--- src/rtl/bcd_tick_pkg.sv ---
// Shared types and seven-segment constants for the BCD tick counter.
// Segment byte layout is {dp,g,f,e,d,c,b,a}, active low, dp always off.
package bcd_tick_pkg;

    typedef logic [3:0] bcd_digit_t;

    localparam logic [7:0] SEG_0     = 8'hC0;
    localparam logic [7:0] SEG_1     = 8'hF9;
    localparam logic [7:0] SEG_2     = 8'hA4;
    localparam logic [7:0] SEG_3     = 8'hB0;
    localparam logic [7:0] SEG_4     = 8'h99;
    localparam logic [7:0] SEG_5     = 8'h92;
    localparam logic [7:0] SEG_6     = 8'h82;
    localparam logic [7:0] SEG_7     = 8'hF8;
    localparam logic [7:0] SEG_8     = 8'h80;
    localparam logic [7:0] SEG_9     = 8'h90;
    localparam logic [7:0] SEG_BLANK = 8'hFF;

    // Active-low segment pattern for one BCD digit; anything else blanks.
    function automatic logic [7:0] seg_decode(input bcd_digit_t d);
        logic [7:0] pattern;
        case (d)
            4'd0:    pattern = SEG_0;
            4'd1:    pattern = SEG_1;
            4'd2:    pattern = SEG_2;
            4'd3:    pattern = SEG_3;
            4'd4:    pattern = SEG_4;
            4'd5:    pattern = SEG_5;
            4'd6:    pattern = SEG_6;
            4'd7:    pattern = SEG_7;
            4'd8:    pattern = SEG_8;
            4'd9:    pattern = SEG_9;
            default: pattern = SEG_BLANK;
        endcase
        return pattern;
    endfunction

endpackage

--- src/rtl/bcd_digit.sv ---
// One BCD digit of the counter chain. A digit moves only when the chain
// steps and the lower digits carry (up) or borrow (down) into it.
module bcd_digit
    import bcd_tick_pkg::*;
(
    input  logic       clock,
    input  logic       reset,
    input  logic       clear,
    input  logic       step,
    input  logic       down,
    input  logic       carry_in,
    output bcd_digit_t digit,
    output logic       carry_out
);

    bcd_digit_t digit_reg;
    bcd_digit_t digit_next;
    logic       at_limit;

    // A digit at its rollover value passes the carry/borrow upward.
    always_comb begin
        at_limit  = down ? (digit_reg == 4'd0) : (digit_reg >= 4'd9);
        carry_out = carry_in & at_limit;
    end

    // Next value; out-of-range codes fold back into 0..9.
    always_comb begin
        digit_next = digit_reg;
        if (step && carry_in) begin
            if (down) begin
                if (digit_reg == 4'd0 || digit_reg > 4'd9)
                    digit_next = 4'd9;
                else
                    digit_next = digit_reg - 4'd1;
            end else begin
                if (digit_reg >= 4'd9)
                    digit_next = 4'd0;
                else
                    digit_next = digit_reg + 4'd1;
            end
        end
    end

    // Digit register with reset and clear taking priority over stepping.
    always_ff @(posedge clock) begin
        if (reset || clear)
            digit_reg <= 4'd0;
        else
            digit_reg <= digit_next;
    end

    assign digit = digit_reg;

endmodule

--- src/rtl/bcd_tick_counter.sv ---
// Prescaled up/down BCD counter with tick, wrap and toggling led outputs.
// Define BCD_TICK_SEG_EN to drive seg from a per-digit seven-segment decode;
// otherwise seg is tied to all ones (all segments off).
module bcd_tick_counter
    import bcd_tick_pkg::*;
#(
    parameter int DIGITS   = 2,
    parameter int DIV_SLOW = 2500000,
    parameter int DIV_FAST = 1000000
) (
    input  logic                  clock,
    input  logic                  reset,
    input  logic                  run,
    input  logic                  fast,
    input  logic                  down,
    input  logic                  clear,
    output logic [4*DIGITS-1:0]   bcd,
    output logic                  tick,
    output logic                  wrap,
    output logic                  led,
    output logic [8*DIGITS-1:0]   seg
);

    localparam int PW = $clog2(DIV_SLOW);
    localparam logic [PW-1:0] LAST_SLOW = PW'(DIV_SLOW - 1);
    localparam logic [PW-1:0] LAST_FAST = PW'(DIV_FAST - 1);

    logic [PW-1:0] p_reg;
    logic [PW-1:0] p_next;
    logic [PW-1:0] p_last;
    logic          step;
    logic          tick_reg;
    logic          wrap_reg;
    logic          led_reg;
    logic [DIGITS:0] carry;
    bcd_digit_t    digit_val [DIGITS];

    // Step when the prescaler has reached (or, after a slow-to-fast switch,
    // passed) the last count of the active divisor.
    always_comb begin
        p_last = fast ? LAST_FAST : LAST_SLOW;
        step   = run & (p_reg >= p_last);
        p_next = p_reg;
        if (run)
            p_next = step ? '0 : p_reg + PW'(1);
    end

    // Prescaler and pulse/led registers; reset and clear win over a step.
    always_ff @(posedge clock) begin
        if (reset || clear) begin
            p_reg    <= '0;
            tick_reg <= 1'b0;
            wrap_reg <= 1'b0;
            led_reg  <= 1'b0;
        end else begin
            p_reg    <= p_next;
            tick_reg <= step;
            wrap_reg <= step & carry[DIGITS];
            if (step)
                led_reg <= ~led_reg;
        end
    end

    assign carry[0] = 1'b1;

    genvar gi;
    generate
        for (gi = 0; gi < DIGITS; gi = gi + 1) begin : g_digit
            bcd_digit u_digit (
                .clock     (clock),
                .reset     (reset),
                .clear     (clear),
                .step      (step),
                .down      (down),
                .carry_in  (carry[gi]),
                .digit     (digit_val[gi]),
                .carry_out (carry[gi+1])
            );
            assign bcd[4*gi +: 4] = digit_val[gi];
        end
    endgenerate

`ifdef BCD_TICK_SEG_EN
    generate
        for (gi = 0; gi < DIGITS; gi = gi + 1) begin : g_seg
            assign seg[8*gi +: 8] = seg_decode(digit_val[gi]);
        end
    endgenerate
`else
    assign seg = {(8*DIGITS){1'b1}};
`endif

    assign tick = tick_reg;
    assign wrap = wrap_reg;
    assign led  = led_reg;

endmodule

--- config.mk ---
export PLATFORM = sky130hd
export DESIGN_NAME = bcd_tick_counter
export DESIGN_NICKNAME = d
export VERILOG_FILES = /design/src/rtl/bcd_tick_pkg.sv /design/src/rtl/bcd_digit.sv /design/src/rtl/bcd_tick_counter.sv
export SDC_FILE = /design/constraint.sdc
export NUM_CORES = 1
export LEC_CHECK = 0
export CORE_MARGIN = 8
export CORE_UTILIZATION = 49
export CTS_CLUSTER_SIZE = 28
export DETAILED_ROUTE_END_ITERATION = 12
export PLACE_DENSITY = 0.73
export SLEW_MARGIN = 0
export SYNTH_ARGS = -nofsm -noshare
export SYNTH_HDL_FRONTEND = slang
export SYNTH_HIERARCHICAL = 1
export SYNTH_SLANG_ARGS = --single-unit
export TNS_END_PERCENT = 50
--- constraint.sdc ---
create_clock -name clock -period 2.2 [get_ports clock]
set_input_delay 0.22 -clock clock [delete_from_list [all_inputs] [get_ports clock]]
set_output_delay 0.22 -clock clock [all_outputs]
set_load 0.05 [all_outputs]
# Yosys cells after proc, flatten, opt, wreduce, memory -nomap -nowiden
# Index checks and enable logic that the tools add are counted.
[word_totals]
input_bits = 6
register_bits = 33
[op_classes]
magnitude_cmp = 5
muxes = 10
bitwise = 4
n_reduce_logical = 6
addsub = 5
[ops]
columns = ["op", "n"]
rows = [
  ["2-to-1 mux 22 bit", 2],
  ["2-to-1 mux 4 bit", 6],
  ["adder 22 x 1 -> 22 bit, second input constant", 1],
  [">= comparator 22 bit", 1],
  ["adder 4 x 1 -> 4 bit, second input constant", 2],
  [">= comparator 4 bit, second input constant", 2],
  ["> comparator 4 bit, second input constant", 2],
  ["zero test 4 bit", 2],
  ["subtractor 4 x 1 -> 4 bit, second input constant", 2],
  ["AND 1 bit", 3],
  ["logical OR 1 bit", 3],
  ["2-to-1 mux 1 bit", 2],
  ["logical AND 1 bit", 1],
  ["inverter 1 bit", 1],
]

# Depth between registers and ports, before layout
[logic_depth]
depth_word = 4
mapped_depth = 10

# Cells and area by module
# Netlist, hierarchy kept.
[modules_own_cells]
columns = ["mod", "area_per_inst_um2", "seq_area_each_um2", "n_inst", "cells_each"]
rows = [
  ["bcd_tick_counter", 1550.2, 500.5, 1, 163],
  ["bcd_digit", 379.1, 80.1, 2, 50],
]

# Worst setup path before layout
# Ideal clock, no wire load.
[synth_path]
path_kind = "register to register"
start = "register g_digit[0].u_digit.digit_reg[1]"
end = "register g_digit[1].u_digit.digit_reg[0]"
setup_time_ns = 0.095
synth_period_minus_slack_ns = 2.177
path_stages_with_launch = 9
path_slack_ns = 0.023
arrival_time_ns = 2.081
path_cell_list = "dfxtp_1 -> inv_1 -> ha_1 -> or3b_1 -> a21oi_1 -> nor2b_1 -> nand2_1 -> nor2_1 -> a221oi_1"
[synth_via]
elab_chain_cells = 3
word_cells_on_any_way = 4
[synth_lines]
columns = ["element", "line", "source"]
rows = [
  ["from (decl)", "bcd_digit.sv:16", "bcd_digit_t digit_reg;"],
  ["from (signal assigned)", "bcd_digit.sv:49", "digit_reg <= digit_next;"],
  [">= comparator 4 bit / zero test 4 bit (equally long branches)", "bcd_digit.sv:22", "at_limit = down ? (digit_reg == 4'd0) : (digit_reg >= 4'd9);"],
  ["2-to-1 mux 1 bit *", "bcd_digit.sv:22", ""],
  ["via carry[1]", "bcd_tick_counter.sv:35", "logic [DIGITS:0] carry;"],
  ["logical AND 1 bit *", "bcd_digit.sv:29", "if (step && carry_in) begin"],
  ["to (signal assigned)", "bcd_digit.sv:49", ""],
  ["to (decl)", "bcd_digit.sv:16", ""],
]
# Mark *: on every way through the listed nets, which the timed path passes. The rest lies on a longest branch.
# A chain may end at the register's enable or synchronous reset.

# Final worst setup path
[layout_path]
start = "register p_reg[13]"
end = "register p_reg[11]"
[layout_via]
elab_chain_cells = 3
[layout_lines]
columns = ["element", "line", "source"]
rows = [
  ["from (decl)", "bcd_tick_counter.sv:28", "logic [PW-1:0] p_reg;"],
  ["from (signal assigned)", "bcd_tick_counter.sv:56", "p_reg <= p_next;"],
  [">= comparator 22 bit", "bcd_tick_counter.sv:42", "step = run & (p_reg >= p_last);"],
  ["AND 1 bit", "bcd_tick_counter.sv:42", ""],
  ["2-to-1 mux 22 bit", "bcd_tick_counter.sv:45", "p_next = step ? '0 : p_reg + PW'(1);"],
]
# No other way between the ends.

==> metrics <==
outcome=finished, final reports clean; Die Ht=approximately 85 um; DR WL/cell=13.3 um; CTS sink count=33; cell area after placement=about 2600 um2; Reg2Reg Depth=9; vias in the first global route=1,780; R2R Path End=p_reg[11]$_SDFFE_PP0P_; max reg flops=22; Rel. slew slack=0.660; die area=7160 um2; clk_skew=0.00412 ns; crit path kind=register to register; Core Util, Final=0.582; most common cell after layout, fill and taps aside=dfxtp_1; finished layout cell area=2700 um2; GR Util All Layers=0.136; share of cells above drive strength 1=0.193; post-synthesis xor/xnor area fraction=0.0797; TritonCTS Buffers=5; Period Utilization, post-route=0.923; Slowest cell on crit path=dfxtp_1; Final HPWL DP=roughly 3400 um; hold crit path type=register to register; overflow left after global routing=0; maxcap violations=0; Root Driver=clkbuf_8; Buf+Inv Stages, Crit Path=3; Post-synth EDFFs=0; post-synthesis sequential area ratio=0.286; hold path depth=2; worst-margin pin slew=between 0.5 and 0.6 ns; total length of routed wires=4650 um; largest family of logic cells by synthesized area=simple AND/OR/NAND/NOR gates; hold slack=around 0.49 ns; cell area after synthesis=2310 um2; Post-Synth Adder-Cell Area=0.0921; Post-Syn Area per Cell=8.78 um2; Max stage delay on crit path=0.39 ns; via count=about 1,900; Area Overhead vs Synth=16.7%; # H-tree levels=2; post-synthesis simple-gate area fraction=0.294; Mapped Cells=between 200 and 300; fraction of registers with async set/reset=0; crit path time final=2.03 ns; first-pass GRT wire length=between 8000 and 9000 um; Worst Hold Launch=led$_SDFFE_PP0P_; Final nets=318; I/O Buffers=16; CTS tree=built; gpl congestion=0.966; FF-to-FF Start=p_reg[13]$_SDFFE_PP0P_; Setup crit end kind=register; Fmax achieved=492 MHz; Synth Flop Type=dfxtp_1; number of hold buffers added after cts=0; Clock transition at path regs=0.07 ns; Std-Cell Rows=25; P per Cell Area=448 nW/um2; Data arrival, critical path=2.26 ns; hold endpoint=led$_SDFFE_PP0P_; Final setup viols=0; Detailed Route Iter0 Violations=84; commonest cells after routing, fill and taps aside=33 x dfxtp_1, 23 x nor2_1, 20 x nand2_1, 19 x conb_1, 17 x ha_1; worst-path fanout max=12; Tot Pwr=approximately 1.2 mW; Crit path max-delay family=compound AO/OA/AOI/OAI gates; Clock Latency Late Sink=0.29 ns; DRC errors left=0; count of cell types in the netlist=49; I/O pin count=33; DIE WIDTH=84.6 um; Synthesis Warnings=6; cells along the critical path=ha_1 > o21ai_0 > o211ai_2 > o211ai_2 > buf_4 > buf_4 > nand4_2 > buf_12 > nor2_1; endpoints failing hold=0; worst-case clock buffer depth=2; drt via density=5.36; flops & latches, synth=33; antenna diode count=0; initial antenna violation count=0; Initial DRT Pass Iterations=4; Slew Viols, Final=0; largest net degree at the start of global routing=17; FF-to-FF setup slack=0.17 ns; core area=~4600 um2; multiplexer area fraction after synthesis=0.0173; Max rail drop VDD=between 0.0002 and 0.0003 V; Compound-Gate Fraction of Synth Area=0.142; fillers=415; element type at the critical path start=register; final antenna-violating net count=0; initial core utilization=0.499; Leak=between 1 and 1.5 nW; Critical Path RT=2.43 ns
-- where the power goes --
part	total, mW	internal (mW)	switching, mW
Clock	0.465	0.248	0.217
Sequential	0.600	0.599	0.00137
Combinational	0.143	0.0396	0.103
Total	1.21	0.886	0.321
-- what timing repair did --
item / CTS / global route
resized for setup: 2 / 9
pin swaps: 0 / 3
buffers inserted: 0 / 1
setup endpoints to repair: 5 / 30
-- through the flow --
stage	instances	worst slack [ns]	setup TNS (ns)
6_report	349	0.169	0
5_1_grt	349	-0.0198	-0.0990
4_1_cts	348	-0.0302	-0.0382
3_5_place_dp	341	-0.388	-6.25
3_3_place_gp	341	-0.313	-4.89
2_1_floorplan	281	0.0234	0
-- cells in the mapped netlist (2+ instances only) --
| library cell | n | area share |
|---|---|---|
| nor2_2 | 10 | 0.027 |
| o21ai_0 | 8 | 0.017 |
| or2_2 | 2 | 0.0054 |
| clkbuf_2 | 2 | 0.0043 |
| nor4_4 | 3 | 0.028 |
| a221oi_2 | 2 | 0.013 |
| nand2b_1 | 2 | 0.0054 |
| ha_1 | 17 | 0.092 |
| and4_1 | 3 | 0.011 |
| and2_1 | 3 | 0.0081 |
| buf_6 | 2 | 0.0098 |
| or4_1 | 2 | 0.0065 |
| nor2b_1 | 2 | 0.0054 |
| a21o_1 | 2 | 0.0065 |
| nand4_2 | 3 | 0.016 |
| nand3_1 | 10 | 0.022 |
| o211ai_1 | 2 | 0.0065 |
| o211ai_2 | 2 | 0.011 |
| nor2_1 | 23 | 0.037 |
| inv_1 | 9 | 0.015 |
| buf_4 | 17 | 0.055 |
| clkbuf_1 | 2 | 0.0033 |
| a311oi_2 | 2 | 0.013 |
| o21bai_1 | 2 | 0.0065 |
| mux2i_1 | 4 | 0.017 |
| a221oi_1 | 2 | 0.0076 |
| a31oi_1 | 2 | 0.0054 |
| nor4_1 | 3 | 0.0081 |
| dfxtp_1 | 33 | 0.29 |
| a22oi_1 | 2 | 0.0065 |
| and3_1 | 4 | 0.011 |
| nand3_2 | 2 | 0.0087 |
| and2b_1 | 2 | 0.0065 |
| xnor2_1 | 5 | 0.019 |
| or3b_1 | 2 | 0.0076 |
| o21a_1 | 3 | 0.0098 |
| nand4_1 | 4 | 0.011 |
| a21oi_1 | 13 | 0.028 |
| nand2_1 | 22 | 0.036 |
| nor3b_1 | 4 | 0.013 |
| xor2_1 | 16 | 0.061 |
-- kinds of logic after synthesis --
kind of cell	count (synthesis)
adder cells (fa/ha/maj)	17
flip-flops	33
XOR/XNOR	21
other	1
buffers and inverters	32
AND/OR/NAND/NOR	110
multiplexers	4
AO/OA/AOI/OAI	45
-- metal layers --
metal	GRT usage	vias to the layer above	wire, um
met1	0.163	860	2110
li1	-	956	-
met4	0.0777	0	136
met5	0	-	0
met3	0.0371	11	215
met2	0.213	42	2190
-- worst min-delay path, cell delays in order (launching register included) --
cell	delay, ns
dfxtp_1	0.32
nand2_1	0.06
mux2i_1	0.06
-- how the worst max path moves through the flow --
stage | startpoint | endpoint | slack, ns | cells after the start
CTS | fast | g_digit[1].u_digit/digit[3]$_SDFFE_PP0P_ | -0.03 | 10
global placement | fast | g_digit[1].u_digit/digit[0]$_SDFFE_PP0P_ | -0.31 | 11
global route | p_reg[13]$_SDFFE_PP0P_ | p_reg[14]$_SDFFE_PP0P_ | -0.02 | 9
floorplan | g_digit[0].u_digit/digit[1]$_SDFFE_PP0P_ | g_digit[1].u_digit/digit[0]$_SDFFE_PP0P_ | 0.02 | 8
finish | p_reg[13]$_SDFFE_PP0P_ | p_reg[11]$_SDFFE_PP0P_ | 0.17 | 9
detailed placement | fast | g_digit[1].u_digit/digit[3]$_SDFFE_PP0P_ | -0.39 | 10
-- layout make-up --
class | instances | area, um2 | area share
multi-input cells | 216 | 1550 | 0.577
flip-flops and latches | 33 | 661 | 0.245
repair buffers | 30 | 293 | 0.109
clock buffers | 7 | 86.3 | 0.0320
well taps | 54 | 67.6 | 0.0251
inverters | 9 | 33.8 | 0.0125
Note: power is estimated with default switching activity, not from simulation.
